==> src/rtl/mc_path_if.sv <==
// Sample stream between mc_path_gen (master) and the pricing core (slave):
// price, path index and day travel together under a valid/ready handshake.
interface mc_path_if #(
    parameter int W  = 12,
    parameter int IW = 7
);
    logic [W-1:0]  path;
    logic          path_valid;
    logic          path_ready;
    logic [IW-1:0] path_idx;
    logic [3:0]    day;

    modport master (output path, output path_valid, output path_idx, output day, input path_ready);
    modport slave  (input path, input path_valid, input path_idx, input day, output path_ready);
endinterface

==> src/rtl/mc_path_gen.sv <==
// Monte Carlo GBM path generator: N prices advanced DAY steps each, streamed day-major.
// Build option MC_ANTITHETIC_EN: odd paths reuse the negated noise of the preceding even path.
//   state  | meaning
//   S_IDLE | waiting for start; the start cycle already produces beat (idx 0, day 0)
//   S_RUN  | producing beats whenever the output register is free or being accepted
//   S_DONE | one-cycle done pulse after the final handshake
module mc_path_gen #(
    parameter int N   = 128,
    parameter int DAY = 8,
    parameter int W   = 12
) (
    input  logic         clk,
    input  logic         rst,
    input  logic         start,
    input  logic [W-1:0] s0,
    input  logic [11:0]  mu,
    input  logic [7:0]   sigma,
    input  logic [31:0]  seed,
    output logic         busy,
    output logic         done,
    mc_path_if.master    pif
);
    localparam int IW = $clog2(N);
    localparam int PW = W + 14;
    localparam logic [1:0]    S_IDLE    = 2'd0;
    localparam logic [1:0]    S_RUN     = 2'd1;
    localparam logic [1:0]    S_DONE    = 2'd2;
    localparam logic [31:0]   LFSR_MASK = 32'h8020_0003;
    localparam logic [PW-2:0] S_MAX     = (PW-1)'((1 << W) - 1);

    logic [1:0]    state_q, state_d;
    logic [31:0]   lfsr_q, lfsr_d;
    logic [11:0]   mu_q, mu_d;
    logic [7:0]    sigma_q, sigma_d;
    logic [W-1:0]  s0_q, s0_d;
    logic [IW-1:0] nidx_q, nidx_d;
    logic [3:0]    nday_q, nday_d;
    logic          last_q, last_d;
    logic [W-1:0]  path_q, path_d;
    logic          valid_q, valid_d;
    logic [IW-1:0] pidx_q, pidx_d;
    logic [3:0]    pday_q, pday_d;
`ifdef MC_ANTITHETIC_EN
    logic signed [10:0] zh_q, zh_d;
`endif
    logic [W-1:0]  mem_q [N];

    logic               idle, hs, beat, adv;
    logic [31:0]        src_lfsr;
    logic [11:0]        src_mu;
    logic [7:0]         src_sigma;
    logic [W-1:0]       src_s;
    logic [IW-1:0]      src_idx;
    logic [3:0]         src_day;
    logic [9:0]         byte_sum;
    logic signed [10:0] z_fresh, z_use;
    logic signed [19:0] sz;
    logic signed [12:0] step;
    logic signed [PW-1:0] s_ext, prod, s_sum;
    logic [W-1:0]       s_next;

    // In IDLE the first beat is computed straight from the start-cycle inputs.
    always_comb begin
        idle      = (state_q == S_IDLE);
        hs        = valid_q & pif.path_ready;
        beat      = idle ? start : ((state_q == S_RUN) && !last_q && (!valid_q || pif.path_ready));
        src_lfsr  = idle ? ((seed == 32'd0) ? 32'd1 : seed) : lfsr_q;
        src_mu    = idle ? mu : mu_q;
        src_sigma = idle ? sigma : sigma_q;
        src_idx   = idle ? '0 : nidx_q;
        src_day   = idle ? 4'd0 : nday_q;
        src_s     = idle ? s0 : ((nday_q == 4'd0) ? s0_q : mem_q[nidx_q]);
    end

    always_comb begin
        byte_sum = {2'b0, src_lfsr[7:0]} + {2'b0, src_lfsr[15:8]}
                 + {2'b0, src_lfsr[23:16]} + {2'b0, src_lfsr[31:24]};
        z_fresh  = $signed({1'b0, byte_sum}) - 11'sd510;
`ifdef MC_ANTITHETIC_EN
        z_use    = src_idx[0] ? -zh_q : z_fresh;
        adv      = !src_idx[0];
`else
        z_use    = z_fresh;
        adv      = 1'b1;
`endif
        sz     = $signed({12'b0, src_sigma}) * $signed({{9{z_use[10]}}, z_use});
        step   = 13'($signed({{8{src_mu[11]}}, src_mu}) + (sz >>> 9));
        s_ext  = $signed({14'b0, src_s});
        prod   = s_ext * $signed({{(PW-13){step[12]}}, step});
        s_sum  = s_ext + (prod >>> 12);
        if (s_sum[PW-1])
            s_next = '0;
        else if (s_sum[PW-2:0] > S_MAX)
            s_next = {W{1'b1}};
        else
            s_next = s_sum[W-1:0];
    end

    always_comb begin
        state_d = state_q;
        lfsr_d  = lfsr_q;
        mu_d    = mu_q;
        sigma_d = sigma_q;
        s0_d    = s0_q;
        nidx_d  = nidx_q;
        nday_d  = nday_q;
        last_d  = last_q;
        path_d  = path_q;
        valid_d = valid_q;
        pidx_d  = pidx_q;
        pday_d  = pday_q;
`ifdef MC_ANTITHETIC_EN
        zh_d    = zh_q;
        if (beat && adv)
            zh_d = z_fresh;
`endif
        if (idle && start) begin
            state_d = S_RUN;
            mu_d    = mu;
            sigma_d = sigma;
            s0_d    = s0;
        end
        if (beat) begin
            path_d  = s_next;
            valid_d = 1'b1;
            pidx_d  = src_idx;
            pday_d  = src_day;
            lfsr_d  = src_lfsr;
            if (adv)
                lfsr_d = src_lfsr[0] ? ((src_lfsr >> 1) ^ LFSR_MASK) : (src_lfsr >> 1);
            if (src_idx == IW'(N - 1)) begin
                nidx_d = '0;
                nday_d = src_day + 4'd1;
            end else begin
                nidx_d = src_idx + IW'(1);
                nday_d = src_day;
            end
            last_d = (src_idx == IW'(N - 1)) && (src_day == 4'(DAY - 1));
        end else if (hs) begin
            valid_d = 1'b0;
        end
        if ((state_q == S_RUN) && last_q && hs)
            state_d = S_DONE;
        if (state_q == S_DONE)
            state_d = S_IDLE;
    end

    always_ff @(posedge clk) begin
        if (rst) begin
            state_q <= S_IDLE;
            lfsr_q  <= 32'd1;
            mu_q    <= '0;
            sigma_q <= '0;
            s0_q    <= '0;
            nidx_q  <= '0;
            nday_q  <= '0;
            last_q  <= 1'b0;
            path_q  <= '0;
            valid_q <= 1'b0;
            pidx_q  <= '0;
            pday_q  <= '0;
`ifdef MC_ANTITHETIC_EN
            zh_q    <= '0;
`endif
        end else begin
            state_q <= state_d;
            lfsr_q  <= lfsr_d;
            mu_q    <= mu_d;
            sigma_q <= sigma_d;
            s0_q    <= s0_d;
            nidx_q  <= nidx_d;
            nday_q  <= nday_d;
            last_q  <= last_d;
            path_q  <= path_d;
            valid_q <= valid_d;
            pidx_q  <= pidx_d;
            pday_q  <= pday_d;
`ifdef MC_ANTITHETIC_EN
            zh_q    <= zh_d;
`endif
        end
    end

    // Day 0 reads s0_q, so the price array never needs a bulk load.
    always_ff @(posedge clk) begin
        if (beat)
            mem_q[src_idx] <= s_next;
    end

    assign pif.path       = path_q;
    assign pif.path_valid = valid_q;
    assign pif.path_idx   = pidx_q;
    assign pif.day        = pday_q;
    assign busy           = (state_q == S_RUN);
    assign done           = (state_q == S_DONE);
endmodule

==> src/flat_wrapper.sv <==
// flat-port wrapper written by rule: the top's interface ports become plain ports
module mc_path_gen_flat 
#(
    parameter int N   = 128,
    parameter int DAY = 8,
    parameter int W   = 12
)
  (clk, rst, start, s0, mu, sigma, seed, busy, done, pif_path, pif_path_valid, pif_path_idx, pif_day, pif_path_ready);
  mc_path_if #(.W(W), .IW(($clog2(N)))) pif_i ();
  input  logic clk;
  input  logic rst;
  input  logic start;
  input  logic [W-1:0] s0;
  input  logic [11:0] mu;
  input  logic [7:0] sigma;
  input  logic [31:0] seed;
  output logic busy;
  output logic done;
  output wire logic [$bits(pif_i.path)-1:0] pif_path;
  output wire logic [$bits(pif_i.path_valid)-1:0] pif_path_valid;
  output wire logic [$bits(pif_i.path_idx)-1:0] pif_path_idx;
  output wire logic [$bits(pif_i.day)-1:0] pif_day;
  input wire logic [$bits(pif_i.path_ready)-1:0] pif_path_ready;
  assign pif_path = pif_i.path;
  assign pif_path_valid = pif_i.path_valid;
  assign pif_path_idx = pif_i.path_idx;
  assign pif_day = pif_i.day;
  assign pif_i.path_ready = pif_path_ready;
  mc_path_gen #(.N(N), .DAY(DAY), .W(W)) u_core (.clk(clk), .rst(rst), .start(start), .s0(s0), .mu(mu), .sigma(sigma), .seed(seed), .busy(busy), .done(done), .pif(pif_i));
endmodule
==> config.mk <==
export PLATFORM = sky130hd
export DESIGN_NAME = mc_path_gen_flat
export DESIGN_NICKNAME = d
export VERILOG_FILES = /design/src/rtl/mc_path_if.sv /design/src/rtl/mc_path_gen.sv /design/src/flat_wrapper.sv
export SDC_FILE = /design/constraint.sdc
export NUM_CORES = 2
export LEC_CHECK = 0
export BUFFER_PORTS_ARGS = -buffer_cell sky130_fd_sc_hd__buf_2
export CORE_MARGIN = 5
export CORE_UTILIZATION = 60
export CTS_CLUSTER_DIAMETER = 60
export CTS_CLUSTER_SIZE = 10
export DETAILED_ROUTE_END_ITERATION = 8
export PLACE_DENSITY = 0.77
export SKIP_CTS_REPAIR_TIMING = 1
export SLEW_MARGIN = 40
export SYNTH_ARGS = -nofsm -noshare
export SYNTH_HDL_FRONTEND = slang
export SYNTH_SLANG_ARGS = --single-unit
==> constraint.sdc <==
create_clock -name clk -period 32.9 [get_ports clk]
set_input_delay 6.58 -clock clk [delete_from_list [all_inputs] [get_ports clk]]
set_output_delay 6.58 -clock clk [all_outputs]
set_load 0.01 [all_outputs]
==> impl_metrics.env <==
export IMPL_coreArea_sq_mm=0.1233
export IMPL_ys_top_cells_by_count="edfxtp_1, mux4_2, nand2_1"
export IMPL_synth_edf_count=1536
export IMPL_hold_slack_ps=445.2
export IMPL_overflow=0
export IMPL_setup_viol=0
export IMPL_crit_buf_inv=13
export IMPL_dp_hpwl_microns=112400
export IMPL_grt_max_degree=129
export IMPL_reg2reg_to="u_core.mem_q[36][6]"
export IMPL_rows=129
export IMPL_ant_nets=0
export IMPL_worstSkewPairLatency_ps=840
export IMPL_die_area_sq_mm=0.1307
export IMPL_port_buffers=93
export IMPL_slew_viol_final=0
export IMPL_synth_top_area_share=0.6220
export IMPL_slowest_stage="buf_4"
export IMPL_cts_tree="built"
export IMPL_hold_start="u_core.pif.path[4]"
export IMPL_syn_cell_area_sq_mm=0.07415
export IMPL_drc=0
export IMPL_grt_pass1_wl_microns=283400
export IMPL_dr_max_layer_used="met5"
export IMPL_crit_top_cell="fa_1"
export IMPL_slowest_delay_ps=700
export IMPL_post_place_ws_ps=7060
export IMPL_chipHeight_microns=361.6
export IMPL_rrSetupSlack_ps=13150
export IMPL_grt_setup_unrepaired="false"
export IMPL_required_ps=33410
export IMPL_dr_pass1_iters=6
export IMPL_start_kind="primary input"
export IMPL_htreeDepth=4
export IMPL_hold_viol=0
export IMPL_cts_root_buf="clkbuf_16"
export IMPL_drt_iter0_markers=6204
export IMPL_post_place_cells=5974
export IMPL_drive_above_1_share=0.2289
export IMPL_fin_crit_sh=0.7595
export IMPL_maxCapViolations=0
export IMPL_cp_max_fo=68
export IMPL_antenna_found_initial=8
export IMPL_clock_path_buffers=3
export IMPL_wl_met3_microns=22570
export IMPL_start_util=0.6013
export IMPL_met2_length_microns=93650
export IMPL_fmax_ghz=0.04002
export IMPL_synthCells=4304
export IMPL_r2r_cells=72
export IMPL_syn2layout_area_growth_pct=11.95
export IMPL_grt_pass1_vias=42380
export IMPL_ys_ff_latch=1645
export IMPL_clkSinkCount=1645
export IMPL_gp_congestion=0.8701
export IMPL_min_period_ps=24990
export IMPL_relSlewSlack=0.4163
export IMPL_tightest_slew_ps=875.5
export IMPL_fillers=7746
export IMPL_numCtsBuffers=186
export IMPL_viasPerCell=6.668
export IMPL_wl_met1_microns=68570
export IMPL_fin_cells=6231
export IMPL_drt_total_wl_microns=192900
export IMPL_synthFlopType="edfxtp_1"
export IMPL_min_to="u_core.pif.path[4]"
export IMPL_r2r_start="u_core.state_q[1]"
export IMPL_synth_cell_types=76
export IMPL_fin_skew_ps=38.97
export IMPL_die_w_microns=361.6
export IMPL_hold_depth=2
export IMPL_path_class="in -> reg"
export IMPL_num_io_pins=94
export IMPL_cp_end_kind="flop"
export IMPL_yosys_area_top_type="edfxtp_1"
export IMPL_arrival_ps=25500
export IMPL_crit_family="adder cells"
export IMPL_clk_pin_slew_worst_paths_ps=50
export IMPL_yosys_warnings=0
export IMPL_synth_avg_cell_area_sq_um=17.23
export IMPL_layout_nets=4957
export IMPL_routedWlPerCell_microns=30.96
export IMPL_grt_usage=0.2975
export IMPL_seq_area_frac_synth=0.6514
export IMPL_ys_async_sr_fraction=0
export IMPL_vias=41550
export IMPL_yosys_cell_count_top_type="edfxtp_1"
export IMPL_synth_fp_nets=4732
export IMPL_status="completed"
export IMPL_hold_class="reg -> reg"
export IMPL_synth_area_leaders="edfxtp_1, mux4_2, fa_1"
export IMPL_tns_ps=0
export IMPL_setup_ws_ps=7913
==> metal layers <==
metal  vias to the layer above  track usage
met1                     21370       0.3999
met3                       504      0.08333
met5                         -            0
met2                      2857       0.4745
li1                      16810            -
met4                         8       0.1092
==> worst max path at each step <==
| stage | cells after the start | startpoint | slack [ps] | endpoint |
|---|---|---|---|---|
| after global placement | 76 | seed[25] | 7220 | u_core.mem_q[74][0] |
| after global routing | 77 | seed[25] | 6690 | u_core.mem_q[91][2] |
| final | 77 | seed[25] | 7910 | u_core.mem_q[36][6] |
| after detailed placement | 76 | seed[16] | 7060 | u_core.mem_q[74][0] |
| after CTS | 76 | seed[16] | 7810 | u_core.mem_q[17][0] |
| after floorplan | 70 | seed[29] | 6940 | u_core.mem_q[0][10] |
==> state kept, by name, summed over array words and instances, names as in the netlist, 4 cells and up, named ones only <==
register and count:
u_core.pif.path_idx 7, u_core.sigma_q 8, u_core.s0_q 12, u_core.lfsr_q 32, u_core.pif.day 4, u_core.nidx_q 7
u_core.mu_q 12, u_core.mem_q 1536, u_core.nday_q 4, u_core.pif.path 12
==> cell usage in the layout, fill, tap and decap left out, types with 19 or more instances in the layout <==
cell	instances
a211oi_1	27
nor2_4	62
xnor2_1	54
nor2b_1	20
o21ai_1	19
buf_4	133
nand2_1	347
mux4_2	478
dfxtp_1	104
edfxtp_1	1536
clkbuf_1	41
clkbuf_16	189
xor2_1	33
nand2b_1	22
mux2i_1	59
ha_1	175
nor2_1	221
o21ai_0	25
buf_2	92
fa_1	185
nand3_1	43
inv_1	277
and2_1	60
a21oi_1	127
==> tightest hold or removal path, stage by stage (launching register included) <==
cell and delay, ps:
dfxtp_1 300, nand2_1 50, o21ai_1 50
==> cells by family after synthesis <==
family          Yosys count  share of synthesized area
fa+ha+maj               360                    0.07947
xor+xnor                 90                    0.01092
buf+inv                 492                    0.02673
flops                  1645                     0.6514
compound gates          298                    0.02538
mux                     544                     0.1542
simple gates            875                    0.05187
==> metrics by stage <==
| stage | utilization | instance area [sq um] |
|---|---|---|
| 2_1_floorplan | - | 74150 |
| 3_3_place_gp | 0.6258 | 77170 |
| 3_5_place_dp | 0.6290 | 77570 |
| 4_1_cts | 0.6722 | 82900 |
| 5_1_grt | 0.6732 | 83010 |
| 6_report | 0.6732 | 83020 |
==> layout make-up <==
| type | count | area, sq um | area share |
|---|---|---|---|
| flip-flops and latches | 1645 | 48330 | 0.5821 |
| multi-input cells | 2167 | 24400 | 0.2940 |
| clock buffers | 232 | 4911 | 0.05916 |
| well taps | 1637 | 2048 | 0.02467 |
| repair buffers | 252 | 1869 | 0.02252 |
| inverters | 277 | 1040 | 0.01252 |
| clock inverters | 19 | 415.4 | 0.005004 |
| diodes | 2 | 5.005 | 0.00006029 |
Power is left out: the tool's default activity adds up to more than one toggle a clock period on the data nets, which glitch-free logic cannot reach.
